[src/rtl/fifo_sync_pkg.sv]
// Shared constants for the fifo_sync_level FIFO: count width helper and the
// {wr_en,rd_en} operation encoding.
package fifo_sync_pkg;

    function automatic int cnt_w(input int w);
        return w + 1;
    endfunction

    localparam logic [1:0] OP_IDLE = 2'b00;
    localparam logic [1:0] OP_POP  = 2'b01;
    localparam logic [1:0] OP_PUSH = 2'b10;
    localparam logic [1:0] OP_BOTH = 2'b11;

endpackage

[src/rtl/fifo_sync_mem.sv]
// D x B register array: one synchronous write port, one asynchronous read
// port, asynchronous clear of all storage.
module fifo_sync_mem #(
    parameter int B = 8,
    parameter int W = 4
) (
    input  logic         clk,
    input  logic         reset,
    input  logic         we,
    input  logic [W-1:0] w_addr,
    input  logic [B-1:0] w_data,
    input  logic [W-1:0] r_addr,
    output logic [B-1:0] r_data
);

    localparam int D = 2**W;

    logic [B-1:0] mem_q [D];

    always_ff @(posedge clk or posedge reset) begin
        if (reset) begin
            for (int i = 0; i < D; i++) begin
                mem_q[i] <= '0;
            end
        end else if (we) begin
            mem_q[w_addr] <= w_data;
        end
    end

    assign r_data = mem_q[r_addr];

endmodule

[src/rtl/fifo_sync_level.sv]
// Single-clock show-ahead FIFO with occupancy count and programmable
// almost-full/almost-empty levels. Sticky overflow/underflow flags are built
// only when FIFO_SYNC_ERR_EN is defined.
module fifo_sync_level
    import fifo_sync_pkg::*;
#(
    parameter int B      = 8,
    parameter int W      = 4,
    parameter int AF_LVL = 2**W - 2,
    parameter int AE_LVL = 2
) (
    input  logic                  clk,
    input  logic                  reset,
    input  logic                  rd,
    input  logic                  wr,
    input  logic [B-1:0]          w_data,
    output logic [B-1:0]          r_data,
    output logic                  empty,
    output logic                  full,
    output logic                  almost_empty,
    output logic                  almost_full,
    output logic [cnt_w(W)-1:0]   count
`ifdef FIFO_SYNC_ERR_EN
    ,
    output logic                  overflow,
    output logic                  underflow,
    input  logic                  err_clr
`endif
);

    localparam int            CW   = cnt_w(W);
    localparam logic [CW-1:0] D_C  = CW'(2**W);
    localparam logic [CW-1:0] AF_C = CW'(AF_LVL);
    localparam logic [CW-1:0] AE_C = CW'(AE_LVL);

    logic [W-1:0]  w_ptr_q, w_ptr_d;
    logic [W-1:0]  r_ptr_q, r_ptr_d;
    logic [CW-1:0] count_q, count_d;
    logic          empty_q, full_q, ae_q, af_q;
    logic          rd_en, wr_en;

    // Full FIFO accepts a write only when a read frees a slot on the same edge.
    assign rd_en = rd & ~empty_q;
    assign wr_en = wr & (~full_q | rd_en);

    always_comb begin
        w_ptr_d = w_ptr_q;
        r_ptr_d = r_ptr_q;
        count_d = count_q;
        if (wr_en) w_ptr_d = w_ptr_q + W'(1);
        if (rd_en) r_ptr_d = r_ptr_q + W'(1);
        case ({wr_en, rd_en})
            OP_PUSH: count_d = count_q + CW'(1);
            OP_POP:  count_d = count_q - CW'(1);
            OP_IDLE,
            OP_BOTH: count_d = count_q;
            default: count_d = count_q;
        endcase
    end

    always_ff @(posedge clk or posedge reset) begin
        if (reset) begin
            w_ptr_q <= '0;
            r_ptr_q <= '0;
            count_q <= '0;
            empty_q <= 1'b1;
            full_q  <= 1'b0;
            ae_q    <= 1'b1;
            af_q    <= (AF_LVL == 0);
        end else begin
            w_ptr_q <= w_ptr_d;
            r_ptr_q <= r_ptr_d;
            count_q <= count_d;
            empty_q <= (count_d == '0);
            full_q  <= (count_d == D_C);
            ae_q    <= (count_d <= AE_C);
            af_q    <= (count_d >= AF_C);
        end
    end

    fifo_sync_mem #(
        .B (B),
        .W (W)
    ) u_mem (
        .clk    (clk),
        .reset  (reset),
        .we     (wr_en),
        .w_addr (w_ptr_q),
        .w_data (w_data),
        .r_addr (r_ptr_q),
        .r_data (r_data)
    );

    assign count        = count_q;
    assign empty        = empty_q;
    assign full         = full_q;
    assign almost_empty = ae_q;
    assign almost_full  = af_q;

`ifdef FIFO_SYNC_ERR_EN
    logic ovf_q, ovf_d;
    logic udf_q, udf_d;

    // A new error on the clearing edge wins over err_clr.
    assign ovf_d = (ovf_q & ~err_clr) | (wr & ~wr_en);
    assign udf_d = (udf_q & ~err_clr) | (rd & ~rd_en);

    always_ff @(posedge clk or posedge reset) begin
        if (reset) begin
            ovf_q <= 1'b0;
            udf_q <= 1'b0;
        end else begin
            ovf_q <= ovf_d;
            udf_q <= udf_d;
        end
    end

    assign overflow  = ovf_q;
    assign underflow = udf_q;
`endif

endmodule

[config.mk]
export PLATFORM = sky130hd
export DESIGN_NAME = fifo_sync_level
export DESIGN_NICKNAME = d
export VERILOG_FILES = /design/src/rtl/fifo_sync_pkg.sv /design/src/rtl/fifo_sync_mem.sv /design/src/rtl/fifo_sync_level.sv
export SDC_FILE = /design/constraint.sdc
export NUM_CORES = 1
export LEC_CHECK = 0
export ABC_AREA = 1
export BUFFER_PORTS_ARGS = -buffer_cell sky130_fd_sc_hd__buf_2
export CAP_MARGIN = 20
export CORE_MARGIN = 2
export CORE_UTILIZATION = 30
export CTS_CLUSTER_DIAMETER = 60
export DETAILED_ROUTE_END_ITERATION = 10
export GPL_ROUTABILITY_DRIVEN = 0
export GPL_TIMING_DRIVEN = 1
export PLACE_DENSITY = 0.42
export REMOVE_ABC_BUFFERS = 1
export SLEW_MARGIN = 10
export SYNTH_ARGS = -nofsm -noshare
export SYNTH_HDL_FRONTEND = slang
export SYNTH_SLANG_ARGS = --single-unit
[constraint.sdc]
create_clock -name clk -period 5.9 [get_ports clk]
set_input_delay 0.59 -clock clk [delete_from_list [all_inputs] [get_ports clk]]
set_output_delay 0.59 -clock clk [all_outputs]
set_load 0.01 [all_outputs]
# == Yosys cells after proc, flatten, opt, wreduce, memory -nomap -nowiden ==
# Index checks and enable logic that the tools add are counted.
# totals
inputBits,12
output_inout_bits,17
elab_cells,54
register_bits,145
# classes
n_reduce_logical,4
muxes,7
eq_ne,4
add_sub_neg,4
n_lt_le_gt_ge,5
n_bitwise,7
# op_table
operator,count
bitwise mux 128 bit,1
binary-select mux 8 bit (select 4 bit),1
demux 8 bit (select 4 bit),1
two-way mux 8 bit,3
case mux 5 bit (3 select lines),1
greater-or-equal comparator 5 bit (second input constant),2
inverter 4 -> 5 bit,2
adder 4 x 1 -> 4 bit (second input constant),2
adder 5 x 1 -> 5 bit (second input constant),1
== test 5 bit (second input constant),1
greater-or-equal comparator 5 x 4 -> 1 bit (second input constant),1
less-or-equal comparator 5 x 2 -> 1 bit (second input constant),1
logical NOT 5 bit,1
< comparator 5 x 1 -> 1 bit (second input constant),1
subtractor 5 x 1 -> 5 bit (second input constant),1
== test 2 bit (second input constant),2
bitwise AND 1 bit,2
== test 2 x 1 -> 1 bit (second input constant),1
logical NOT 2 bit,1
inverter 1 bit,2
OR reduction 2 bit,1
logical AND 1 bit,1
OR 1 bit,1

# == Longest topological paths before layout ==
# logic_depth
ltp_word,8
mapped_depth,20
depth_no_buf,19

# == Hierarchy ==
# Synthesis repeated with hierarchy kept, for this count alone.
# unflattened
cells_unflattened,945
area_unflattened_um2,7201.9
# modules_own_cells
module,cells_per_inst,area_per_inst_um2,n_inst,seq_area_each_um2
fifo_sync_mem,838,6247.2,1,3203.1
fifo_sync_level,107,954.7,1,427.9

# == Worst setup path before layout ==
# Ideal clock, no wire load.
# synth_timing
path_kind,input to register
start,input port rd
end,"register ae_q, in the netlist almost_empty"
setup_slack_ns,3.475
required_ns,5.818
path_stages,18
arrival_time_ns,2.344
n_path_buf,1
setup_time_ns,0.082
cell_sequence,inv_1 or2_4 nand2_4 nand2_4 ha_1 buf_2 nand2_1 inv_1 nor2_1 ha_1 inv_1 nand2_1 nand3_1 nand3_1 nand2_1 nand2_1 nand2_1 nor3_1
# synth_via
elab_chain_cells,7
word_cells_on_any_way,10
cone_classes,1 x order compare; 3 x eq/ne; 1 x mux; 3 x bitwise; 2 x reduce/logical
# synth_rtl
item,line,source
start: declaration,fifo_sync_level.sv:14,"input logic rd,"
bitwise AND 1 bit (*),fifo_sync_level.sv:43,assign rd_en = rd & ~empty_q;
OR 1 bit,fifo_sync_level.sv:44,assign wr_en = wr & (~full_q | rd_en);
bitwise AND 1 bit,fifo_sync_level.sv:44,
== test 2 bit or logical NOT 2 bit (tied branches),fifo_sync_level.sv:52,"case ({wr_en, rd_en})"
OR reduction 2 bit,fifo_sync_level.sv:52,
case mux 5 bit (3 select lines) (*),fifo_sync_level.sv:52,
named net count_d[4],fifo_sync_level.sv:38,"logic [CW-1:0] count_q, count_d;"
less-or-equal comparator 5 x 2 -> 1 bit (*),fifo_sync_level.sv:76,ae_q <= (count_d <= AE_C);
end signal: assignment,fifo_sync_level.sv:76,
end: declaration,fifo_sync_level.sv:39,"logic empty_q, full_q, ae_q, af_q;"
# The timed path passes the listed nets; every way through them passes the cells marked *.
# A chain may end at the register's enable or synchronous reset.

# == Final worst setup path ==
# layout_timing
start,register r_ptr_q[0]
end,output port r_data[7]
# layout_via
elab_chain_cells,4
# layout_rtl
item,line,source
start: declaration,fifo_sync_level.sv:37,"logic [W-1:0] r_ptr_q, r_ptr_d;"
start signal: assignment,fifo_sync_level.sv:72,r_ptr_q <= r_ptr_d;
inverter 4 -> 5 bit (not written as such),fifo_sync_mem.sv:30,assign r_data = mem_q[r_addr];
binary-select mux 8 bit (select 4 bit),fifo_sync_mem.sv:30,
two-way mux 8 bit (not written as such) (2 in a row),fifo_sync_mem.sv:30,
end: declaration,fifo_sync_level.sv:17,"output logic [B-1:0] r_data,"
# No other way between the ends. The select of a mux whose other input is x is not followed.

==> run_results.csv <==
group,metric,value,unit
yosys,syn-cell-area,7020,um^2
clock_network,path_clk_slew,70,ps
yosys,syn_avg_cell_area,9.17,um^2
drt,wl_met2,8.96,mm
clock_network,post_cts_buffers,0,
finish,mostFrequentLayoutCell,"nand2_1",
timing,rsz0062_at_grt,"false",
placement,placed_area,7340,um^2
placement,hpwl,11.8,mm
clock_network,postCtsHoldBufs,0,
power_and_ir_drop,power.density,594,nW/um^2
critical_path,rr_worst_depth,14,
yosys,synthMuxAreaShare,4.57,%
drt,top_layer,"met4",
finish,nets,788,
drt,met1_length,8.72,mm
finish,final_cell_mix,"nand2_1, dfrtp_1, o21ai_0, inv_1, o21ai_1",
timing,worst_pin_slew,882,ps
drt,wl_met3,505,um
clock_network,cts_buffers,17,
drt,drt_wl_total,18.4,mm
drt,via_per_inst,4.78,
clock_network,clock_latency,420,ps
yosys,synth_compound_area_share,19.2,%
placement,dp.cells,1062,
min_path,min_path_type,"in2async",
yosys,syn_inst,765,
global_route,grt_pass1_wl,30.1,mm
yosys,yosysUniqueCellTypes,32,
drt,avgRoutedWirePerCell,16.8,um
global_route,antenna_found_initial,0,
drt,vias,5233,
clock_network,htree_levels,4,
critical_path,critPathRequiredTime,5310,ps
finish,fin_cells,1094,
drt,drt_iter0_markers,286,
floorplanning,start_util,30.8,%
yosys,synth_top_family_by_area,"compound AO/OA/AOI/OAI gates",
global_route,track_usage,16.2,%
floorplanning,fp.dieW,157,um
finish,drive_gt1_share,14.3,%
clock_network,clock_path_buffers,2,
critical_path,end_kind,"primary output",
placement,pre_cts_slack,3080,ps
global_route,grt_pass1_vias,5365,
flow_run,drv_cap,0,
finish,nFillCells,2389,
timing,timing.fmax,309,MHz
timing,hold_violations,0,
timing,slew_violations,0,
floorplanning,die_y,157,um
clock_network,cts_sinks,145,
yosys,yosysWarnings,0,
timing,fin_crit_sh,54.9,%
floorplanning,coreArea,22800,um^2
timing,setup_viol,0,
critical_path,crit_type,"reg2out",
drt,drcViolationCount,0,
critical_path,path_max_fanout,66,
timing,maxSlewHeadroom,41.2,%
yosys,yosys.area_share.simple,14.4,%
status,status,"complete, no violations",
power_and_ir_drop,p_leak,3.68,nW
timing,finalWorstSetupSlack,2660,ps
yosys,synthAdderAreaFrac,1.43,%
clock_network,cts_resized,0,
power_and_ir_drop,ir_drop,0.187,mV
global_route,grt_overflow,0,
finish,multi_input_area,2860,um^2
timing,tns,0,ps
placement,portBuffers,28,
drt,ant_nets,0,
floorplanning,io_pins,29,
yosys,synth_xor_area_share,1.12,%
clock_network,cts_tree,"yes",
finish,antenna_cells,0,
critical_path,critPathLaunchType,"flip-flop",
critical_path,arrival,2650,ps
drt,drt_first_pass_iters,5,
finish,ff_latch_area,3630,um^2
clock_network,cts-root-buf,"clkbuf_16",
global_route,grt_max_degree,94,
timing,timing.final.crit_period,3240,ps
floorplanning,dieArea,24600,um^2
finish,stdcell_area,7940,um^2
yosys,ys_ff_latch,145,
yosys,synth-seq-area-share,51.8,%
floorplanning,rows,55,
finish,area_growth,13.2,%
timing,skew,11.7,ps
[cell families after synthesis]
family / Yosys count
adders and majority gates: 8
muxes: 32
buffers and inverters: 117
xor gates and xnor gates: 9
and+or+nand+nor: 214
DFF: 145
AOI/OAI and AO/OA: 240
[final timing paths]
check | from | to | slack [ps]
setup / recovery | r_ptr_q[0]$_DFFE_PP0P_ | r_data[7] | 2660
hold reg to reg | u_mem.mem_q[60]$_DFFE_PP0P_ | u_mem.mem_q[60]$_DFFE_PP0P_ | 480
hold / removal | reset | u_mem.mem_q[24]$_DFFE_PP0P_ | 350
max in group asynchronous | reset | u_mem.mem_q[120]$_DFFE_PP0P_ | 4270
setup reg to reg | empty$_DFF_PP1_ | empty$_DFF_PP1_ | 3370
min in group clk | u_mem.mem_q[60]$_DFFE_PP0P_ | u_mem.mem_q[60]$_DFFE_PP0P_ | 480
[power by group]
group	total, mW	switching, mW	internal [mW]
sequential	1.84	0.377	1.47
combinational	1.77	1.06	0.702
clock	1.11	0.471	0.637
[routing by layer]
| metal | track usage, % | up-vias |
|---|---|---|
| li1 | - | 2575 |
| met1 | 21.5 | 2554 |
| met2 | 26.8 | 88 |
| met3 | 3.08 | 16 |
| met4 | 4.54 | 0 |
| met5 | 0 | - |
[sequential cells by signal, summed over array words and instances, names as in the netlist]
name and count:
count 5, w_ptr_q 4, u_mem.mem_q 128, almost_full 1
full 1, empty 1, almost_empty 1, r_ptr_q 4
[final cells by class]
cell class,instances,share of cell area [%]
Sequential cell,145,45.8
Clock inverter,15,2.19
Multi-Input combinational cell,503,35.9
Timing Repair Buffer,33,2.49
Clock buffer,17,5.36
Tap cell,313,4.93
Inverter,68,3.34
[worst max-delay path, stage by stage, from the launching register on]
cell	delay, ps
dfrtp_4	970
buf_4	480
mux2i_1	230
o21ai_0	90
o211ai_1	160
nand2_1	100
buf_2	150
[cells in the mapped netlist, drive strengths merged]
cell type | number | share of area [%]
a21oi | 32 | 2.3
dfrtp | 143 | 51
o21ai | 176 | 14
nor3 | 2 | 0.14
nand4 | 1 | 0.089
ha | 8 | 1.4
nand2 | 170 | 9.5
nand3 | 28 | 3.6
nor2 | 12 | 0.95
dfstp | 2 | 0.75
mux2i | 32 | 4.6
inv | 67 | 3.7
o211ai | 32 | 3.4
xor2 | 6 | 0.75
clkinv | 1 | 0.053
or2 | 1 | 0.12
clkbuf | 27 | 1.4
buf | 22 | 2.4
xnor2 | 3 | 0.37
[through the flow]
step | util, % | power [mW] | hold slack [ps]
final | 34.9 | 4.72 | 353
after detailed placement | 32.2 | 3.66 | 468
after global routing | 34.9 | 5.12 | 414
after global placement | 32.1 | 3.60 | 463
after CTS | 34.9 | 4.79 | 386
after floorplan | - | 3.05 | 448
Note: power is estimated with default switching activity, not from simulation.
